--- config.mk ---
export PLATFORM = sky130hd
export DESIGN_NAME = id_stage
export DESIGN_NICKNAME = d
export VERILOG_FILES = /design/src/rtl/id_stage.sv
export SDC_FILE = /design/constraint.sdc
export NUM_CORES = 2
export LEC_CHECK = 0
export CORE_MARGIN = 1
export CORE_UTILIZATION = 50
export CTS_BUF_LIST = sky130_fd_sc_hd__clkbuf_4 sky130_fd_sc_hd__clkbuf_8
export DETAILED_ROUTE_END_ITERATION = 8
export PLACE_DENSITY = 0.78
export SETUP_SLACK_MARGIN = 0.3
export SYNTH_ARGS = -nofsm -noshare
export SYNTH_HDL_FRONTEND = slang
export SYNTH_SLANG_ARGS = --single-unit
--- constraint.sdc ---
create_clock -name clk -period 2.2 [get_ports clk]
set_input_delay 0.44 -clock clk [delete_from_list [all_inputs] [get_ports clk]]
set_output_delay 0.44 -clock clk [all_outputs]
set_load 0.03 [all_outputs]
--- src/rtl/id_stage.sv ---
// Instruction-decode stage of a 5-stage MIPS pipeline: decode, register file read/write,
// load-use hazard detection and the ID/EX pipeline register.
module id_stage #(
    parameter int unsigned DATA_W    = 32,
    parameter bit          BYPASS_WB = 1'b1
) (
    input  logic              clk,
    input  logic              rst_n,
    input  logic              if_id_valid,
    input  logic [31:0]       npc_in,
    input  logic [31:0]       instr_in,
    input  logic              flush,
    input  logic              wb_regwrite,
    input  logic [4:0]        wb_rd,
    input  logic [DATA_W-1:0] wb_data,
    output logic              stall,
    output logic              id_ex_valid,
    output logic [1:0]        ctl_wb,
    output logic [2:0]        ctl_m,
    output logic [3:0]        ctl_ex,
    output logic [31:0]       npc_out,
    output logic [DATA_W-1:0] rd1,
    output logic [DATA_W-1:0] rd2,
    output logic [31:0]       imm_ext,
    output logic [4:0]        rt_out,
    output logic [4:0]        rd_out,
    output logic              illegal
);

    localparam int unsigned NREGS = 32;
    localparam int unsigned REG_AW = 5;

    localparam logic [5:0] OP_RTYPE = 6'h00;
    localparam logic [5:0] OP_LW    = 6'h23;
    localparam logic [5:0] OP_SW    = 6'h2B;
    localparam logic [5:0] OP_BEQ   = 6'h04;

    logic [5:0]        opcode;
    logic [REG_AW-1:0] rs;
    logic [REG_AW-1:0] rt;
    logic [REG_AW-1:0] rd;
    logic [31:0]       imm_sx;

    assign opcode = instr_in[31:26];
    assign rs     = instr_in[25:21];
    assign rt     = instr_in[20:16];
    assign rd     = instr_in[15:11];
    assign imm_sx = {{16{instr_in[15]}}, instr_in[15:0]};

    // Main control decode
    logic [1:0] dec_wb;
    logic [2:0] dec_m;
    logic [3:0] dec_ex;
    logic       dec_illegal;

    always_comb begin
        dec_wb      = 2'b00;
        dec_m       = 3'b000;
        dec_ex      = 4'b0000;
        dec_illegal = 1'b0;
        case (opcode)
            OP_RTYPE: begin
                dec_ex = 4'b1100;
                dec_wb = 2'b10;
            end
            OP_LW: begin
                dec_ex = 4'b0001;
                dec_m  = 3'b010;
                dec_wb = 2'b11;
            end
            OP_SW: begin
                dec_ex = 4'b0001;
                dec_m  = 3'b001;
            end
            OP_BEQ: begin
                dec_ex = 4'b0010;
                dec_m  = 3'b100;
            end
            default: dec_illegal = 1'b1;
        endcase
    end

    // Register file; r0 is never written and always reads zero
    logic [DATA_W-1:0] regs [NREGS];

    always_ff @(posedge clk or negedge rst_n) begin
        if (!rst_n) begin
            for (int i = 0; i < int'(NREGS); i++) begin
                regs[i] <= '0;
            end
        end else if (wb_regwrite && (wb_rd != '0)) begin
            regs[wb_rd] <= wb_data;
        end
    end

    logic [DATA_W-1:0] rs_data;
    logic [DATA_W-1:0] rt_data;

    // Read ports with optional write-through of the same-cycle writeback
    always_comb begin
        rs_data = regs[rs];
        rt_data = regs[rt];
        if (BYPASS_WB && wb_regwrite && (wb_rd == rs)) begin
            rs_data = wb_data;
        end
        if (BYPASS_WB && wb_regwrite && (wb_rd == rt)) begin
            rt_data = wb_data;
        end
        if (rs == '0) begin
            rs_data = '0;
        end
        if (rt == '0) begin
            rt_data = '0;
        end
    end

    // Load-use: a load in EX whose destination matches either source here
    logic load_in_ex;
    logic rt_match;

    assign load_in_ex = id_ex_valid & ctl_m[1];
    assign rt_match   = (rt_out == rs) | (rt_out == rt);
    assign stall      = if_id_valid & load_in_ex & rt_match & ~flush;

    logic bubble;
    assign bubble = flush | stall | ~if_id_valid;

    // ID/EX pipeline register
    always_ff @(posedge clk or negedge rst_n) begin
        if (!rst_n) begin
            id_ex_valid <= 1'b0;
            ctl_wb      <= 2'b00;
            ctl_m       <= 3'b000;
            ctl_ex      <= 4'b0000;
            npc_out     <= 32'h0;
            rd1         <= '0;
            rd2         <= '0;
            imm_ext     <= 32'h0;
            rt_out      <= '0;
            rd_out      <= '0;
            illegal     <= 1'b0;
        end else if (bubble) begin
            id_ex_valid <= 1'b0;
            ctl_wb      <= 2'b00;
            ctl_m       <= 3'b000;
            ctl_ex      <= 4'b0000;
            npc_out     <= 32'h0;
            rd1         <= '0;
            rd2         <= '0;
            imm_ext     <= 32'h0;
            rt_out      <= '0;
            rd_out      <= '0;
            illegal     <= 1'b0;
        end else begin
            id_ex_valid <= 1'b1;
            ctl_wb      <= dec_wb;
            ctl_m       <= dec_m;
            ctl_ex      <= dec_ex;
            npc_out     <= npc_in;
            rd1         <= rs_data;
            rd2         <= rt_data;
            imm_ext     <= imm_sx;
            rt_out      <= rt;
            rd_out      <= rd;
            illegal     <= dec_illegal;
        end
    end

endmodule

==> Implementation_results.wiki <==
{| class="wikitable"
! Metric !! Value
|-
| Share of power burned in registers || 45.6%
|-
| Synth warnings || 0
|-
| Final Hold Fails || 0
|-
| Post-Place Cells || 6175
|-
| Vias per Instance || 6.49
|-
| Total Neg Setup Slack || -7.39 ns
|-
| Critical path data arrival time || 2.35 ns
|-
| Storage cell area || 28800 um^2
|-
| Router iterations before antenna repair || 6
|-
| Switching part of the total || 27.9%
|-
| Sum of overflow across all layers after global routing || 0
|-
| Share of the core filled with cells || 62.7%
|-
| Residual antenna-violating net count after detailed routing || 0
|-
| Cell area after placement || 68900 um^2
|-
| Wire length of the first global-routing pass || 278000 um
|-
| Final Net Count || 4903
|-
| Average cell area after synthesis || 13.8 um^2
|-
| Worst Setup Start Kind || flip-flop
|-
| Cell Area, Synth || 60000 um^2
|-
| Number of instances in the synthesized netlist || 4337
|-
| Fin area || 74300 um^2
|-
| Number of cell rows || 126
|-
| DP HPWL || 124000 um
|-
| DRC violation count after routing || 0
|-
| Crit path capture type || output pin
|-
| Rel. slew slack || 50.7%
|-
| Final worst path period share || 127%
|-
| Synth area leader || dfrtp_1
|-
| Combinational share of power || 20.9%
|-
| Syn-to-layout area delta || 23.9%
|-
| Path depth of the worst reg2reg path || 10
|-
| Die Outline Area || 121000 um^2
|-
| Portion of the post-synthesis area used by sequential elements || 48.0%
|-
| Violated checks || negative setup slack
|-
| Skew final || 0.0389 ns
|-
| Number of buffers on the longest clock path || 3
|-
| Max FO, Critical Path || 2
|-
| Main synth FF type || dfrtp_1
|-
| Leakage power total || 32.8 nW
|-
| Synth Net Count || 4443
|-
| Buffers added on ports || 255
|-
| Clock slew at reported path FFs || 0.06 ns
|-
| Starting density of the core || 50.6%
|-
| Total Wirelength || 190000 um
|-
| Clock Latency Late Sink || 0.92 ns
|-
| Fraction of power consumed by the clock network || 33.5%
|-
| Detailed-route via count || 42500
|-
| Number of synthesized flops with an enable pin || 0
|-
| Final worst-path setup slack || -0.587 ns
|-
| TritonCTS clock tree || yes
|-
| Total routing resource utilization after global routing || 30.5%
|-
| Number of H-tree levels || 4
|-
| Number of global-route vias before repair || 43400
|-
| Req. time, crit path || 1.76 ns
|-
| Pin count of the biggest net entering global routing || 97
|-
| Clock root buffer || clkbuf_8
|-
| Post-DR wirelength/cell || 29.0 um
|-
| Reg2Reg Capture Point || rd1[13]
|-
| Area occupied by multi-input gates || 30000 um^2
|-
| Largest cells by area after synthesis || dfrtp_1, mux2_2, mux4_2
|-
| Flop-to-flop setup slack || -0.26 ns
|-
| Die extent in y || 348 um
|-
| Distinct cell type count after synthesis || 48
|-
| Number of buffers added by the clock tree synthesis step || 184
|-
| Post-synth ARST share || 100%
|-
| Power density of the placed cells || 816 nW/um^2
|-
| Ratio of cells with drive above 1 in the final layout || 54.9%
|-
| Crit path kind || reg2out
|-
| Maximum capacitance violations || 0
|-
| Reg-to-reg startpoint || rt_out[1]
|-
| Highest clock frequency the design can meet || 0.359 GHz
|-
| Worst min path class || in2async
|-
| Cell internal pwr || 0.0437 W
|-
| Slew Viols, Final || 0
|-
| Count of routing violations after the opening detailed-route iteration || 3787
|-
| Final count of negative-setup-slack endpoints || 50
|-
| Number of antenna violations at the first check in global routing || 3
|-
| Routability congestion estimate || 0.906
|-
| Synthesized flop and latch total || 1150
|-
| Horizontal extent of the die || 348 um
|-
| Clock period minus worst slack || 2.79 ns
|-
| Outcome || complete, but fails checks
|-
| Core Area || 119000 um^2
|-
| Number of placed I/O pins || 256
|-
| Layout filler cell count || 8471
|-
| Final cell count without fillers || 6543
|-
| Max IR drop VDD || 0.626 mV
|-
| Final Hold Slack || 0.0762 ns
|-
| Sinks on Clock Net || 1150
|-
| Sw power || 0.0169 W
|-
| Fraction of synthesized cell area taken by the top area cell type || 48.0%
|-
| Unrepaired setup endpoints after global routing || true
|-
| Worst Max-Slew Pin Slew || 0.734 ns
|}
cell usage in the layout, fill, tap and decap left out, types with 43 or more instances in the layout:
cell,instances
a211oi_1,65
nor2b_1,124
mux2_2,1117
mux2i_1,194
and3_4,56
o22ai_1,64
buf_4,312
a21oi_1,59
a22oi_1,93
clkbuf_8,238
nand3_1,65
mux4_2,354
clkbuf_4,43
buf_12,192
buf_6,163
dfrtp_1,1127
clkdlybuf4s50_1,97
nor2_1,96
worst max-delay path: stages (launching register included):
cell     delay [ns]
dfrtp_2        0.42
xor2_2         0.16
nor4_4         0.26
buf_4          0.15
a32oi_4        0.18
nor2_4         0.14
buf_6          0.14
cells by family (layout without fill, tap and decap cells):
kind of cell	count (synthesis)	count (layout)	share of synthesized area, %
AO/OA/AOI/OAI	417	417	5.10
XOR/XNOR	20	20	0.292
AND/OR/NAND/NOR	568	568	5.14
other	0	3	0
multiplexers	1665	1665	37.5
flip-flops	1150	1150	48.0
buffers and inverters	517	1120	4.01
power by group through the flow:
stage	registers [W]	clock network, W	logic, W
floorplan	0.0271	0	0.00877
global placement	0.0275	0	0.0120
detailed placement	0.0278	0	0.0124
CTS	0.0275	0.0205	0.0125
global route	0.0280	0.0214	0.0135
finish	0.0276	0.0203	0.0127
through the flow:
stage / setup WS [ns] / total power, W
finish: -0.587 / 0.0606
detailed placement: -0.655 / 0.0402
global route: -0.657 / 0.0629
CTS: -0.640 / 0.0605
floorplan: 0.00754 / 0.0358
global placement: -0.675 / 0.0395
cell type report:
class	count	share of cell area [%]
Antenna cell	3	0.0101
Sequential cell	1150	38.8
Clock buffer	281	4.84
Multi-Input combinational cell	2670	40.4
Timing Repair Buffer	787	12.7
Clock inverter	48	0.638
Inverter	4	0.0236
Tap cell	1600	2.69
synthesized netlist by cell type, types with 2 or more instances:
cell type	n
nor3b_1	6
a21oi_1	65
xnor2_1	4
mux2_2	1117
and2_1	2
o221a_2	31
buf_1	56
nand2b_1	8
nor3_1	39
buf_4	53
or4_1	4
a2111oi_0	2
nor2b_1	127
o22ai_1	93
mux2i_1	194
mux4_2	354
or3_1	2
nand3b_1	35
buf_6	6
o41ai_1	31
dfrtp_1	1150
or2_2	5
inv_1	4
a22oi_1	93
buf_2	152
nor4b_1	2
nor2_1	115
a211oi_1	66
xor2_1	16
and3_1	62
nand2_1	50
nand4_1	31
nand3_1	68
buf_12	2
clkbuf_1	244
o32ai_1	31
and3b_1	2
nor4_1	5
how the worst max path moves through the flow:
stage	cells past startpoint	to	start
2_1_floorplan	7	stall	instr_in[20]
3_3_place_gp	9	rd1[0]	if_id_valid
5_1_grt	6	stall	rt_out[3]
3_5_place_dp	7	rd1[10]	wb_rd[1]
4_1_cts	6	stall	rt_out[4]
6_report	6	stall	rt_out[4]
layer usage:
| metal | vias up | track usage [%] | part of all wire, % |
|---|---|---|---|
| li1 | 17300 | - | - |
| met1 | 22300 | 40.7 | 40 |
| met2 | 2260 | 47.1 | 46 |
| met3 | 525 | 8.73 | 10 |
| met4 | 6 | 12.5 | 4.1 |
| met5 | - | 0 | 0.057 |
flip-flops by register name, indices dropped and copies added, names as in the netlist, 3 cells and up:
name,count
ctl_ex,3
npc_out,32
imm_ext,12
rd_out,4
ctl_m,3
rd2,32
rt_out,5
regs,1024
rd1,32
repair_timing:
| action | CTS | global route |
|---|---|---|
| gates cloned | 0 | 13 |
| endpoints found under the hold margin | 634 | 0 |
| setup endpoints to repair | 275 | 320 |
| gates resized for setup | 1073 | 125 |
| setup buffers | 7 | 13 |
| hold buffers | 3 | 0 |
| pin swaps | 5 | 51 |
(Power assumes the default switching activity.)
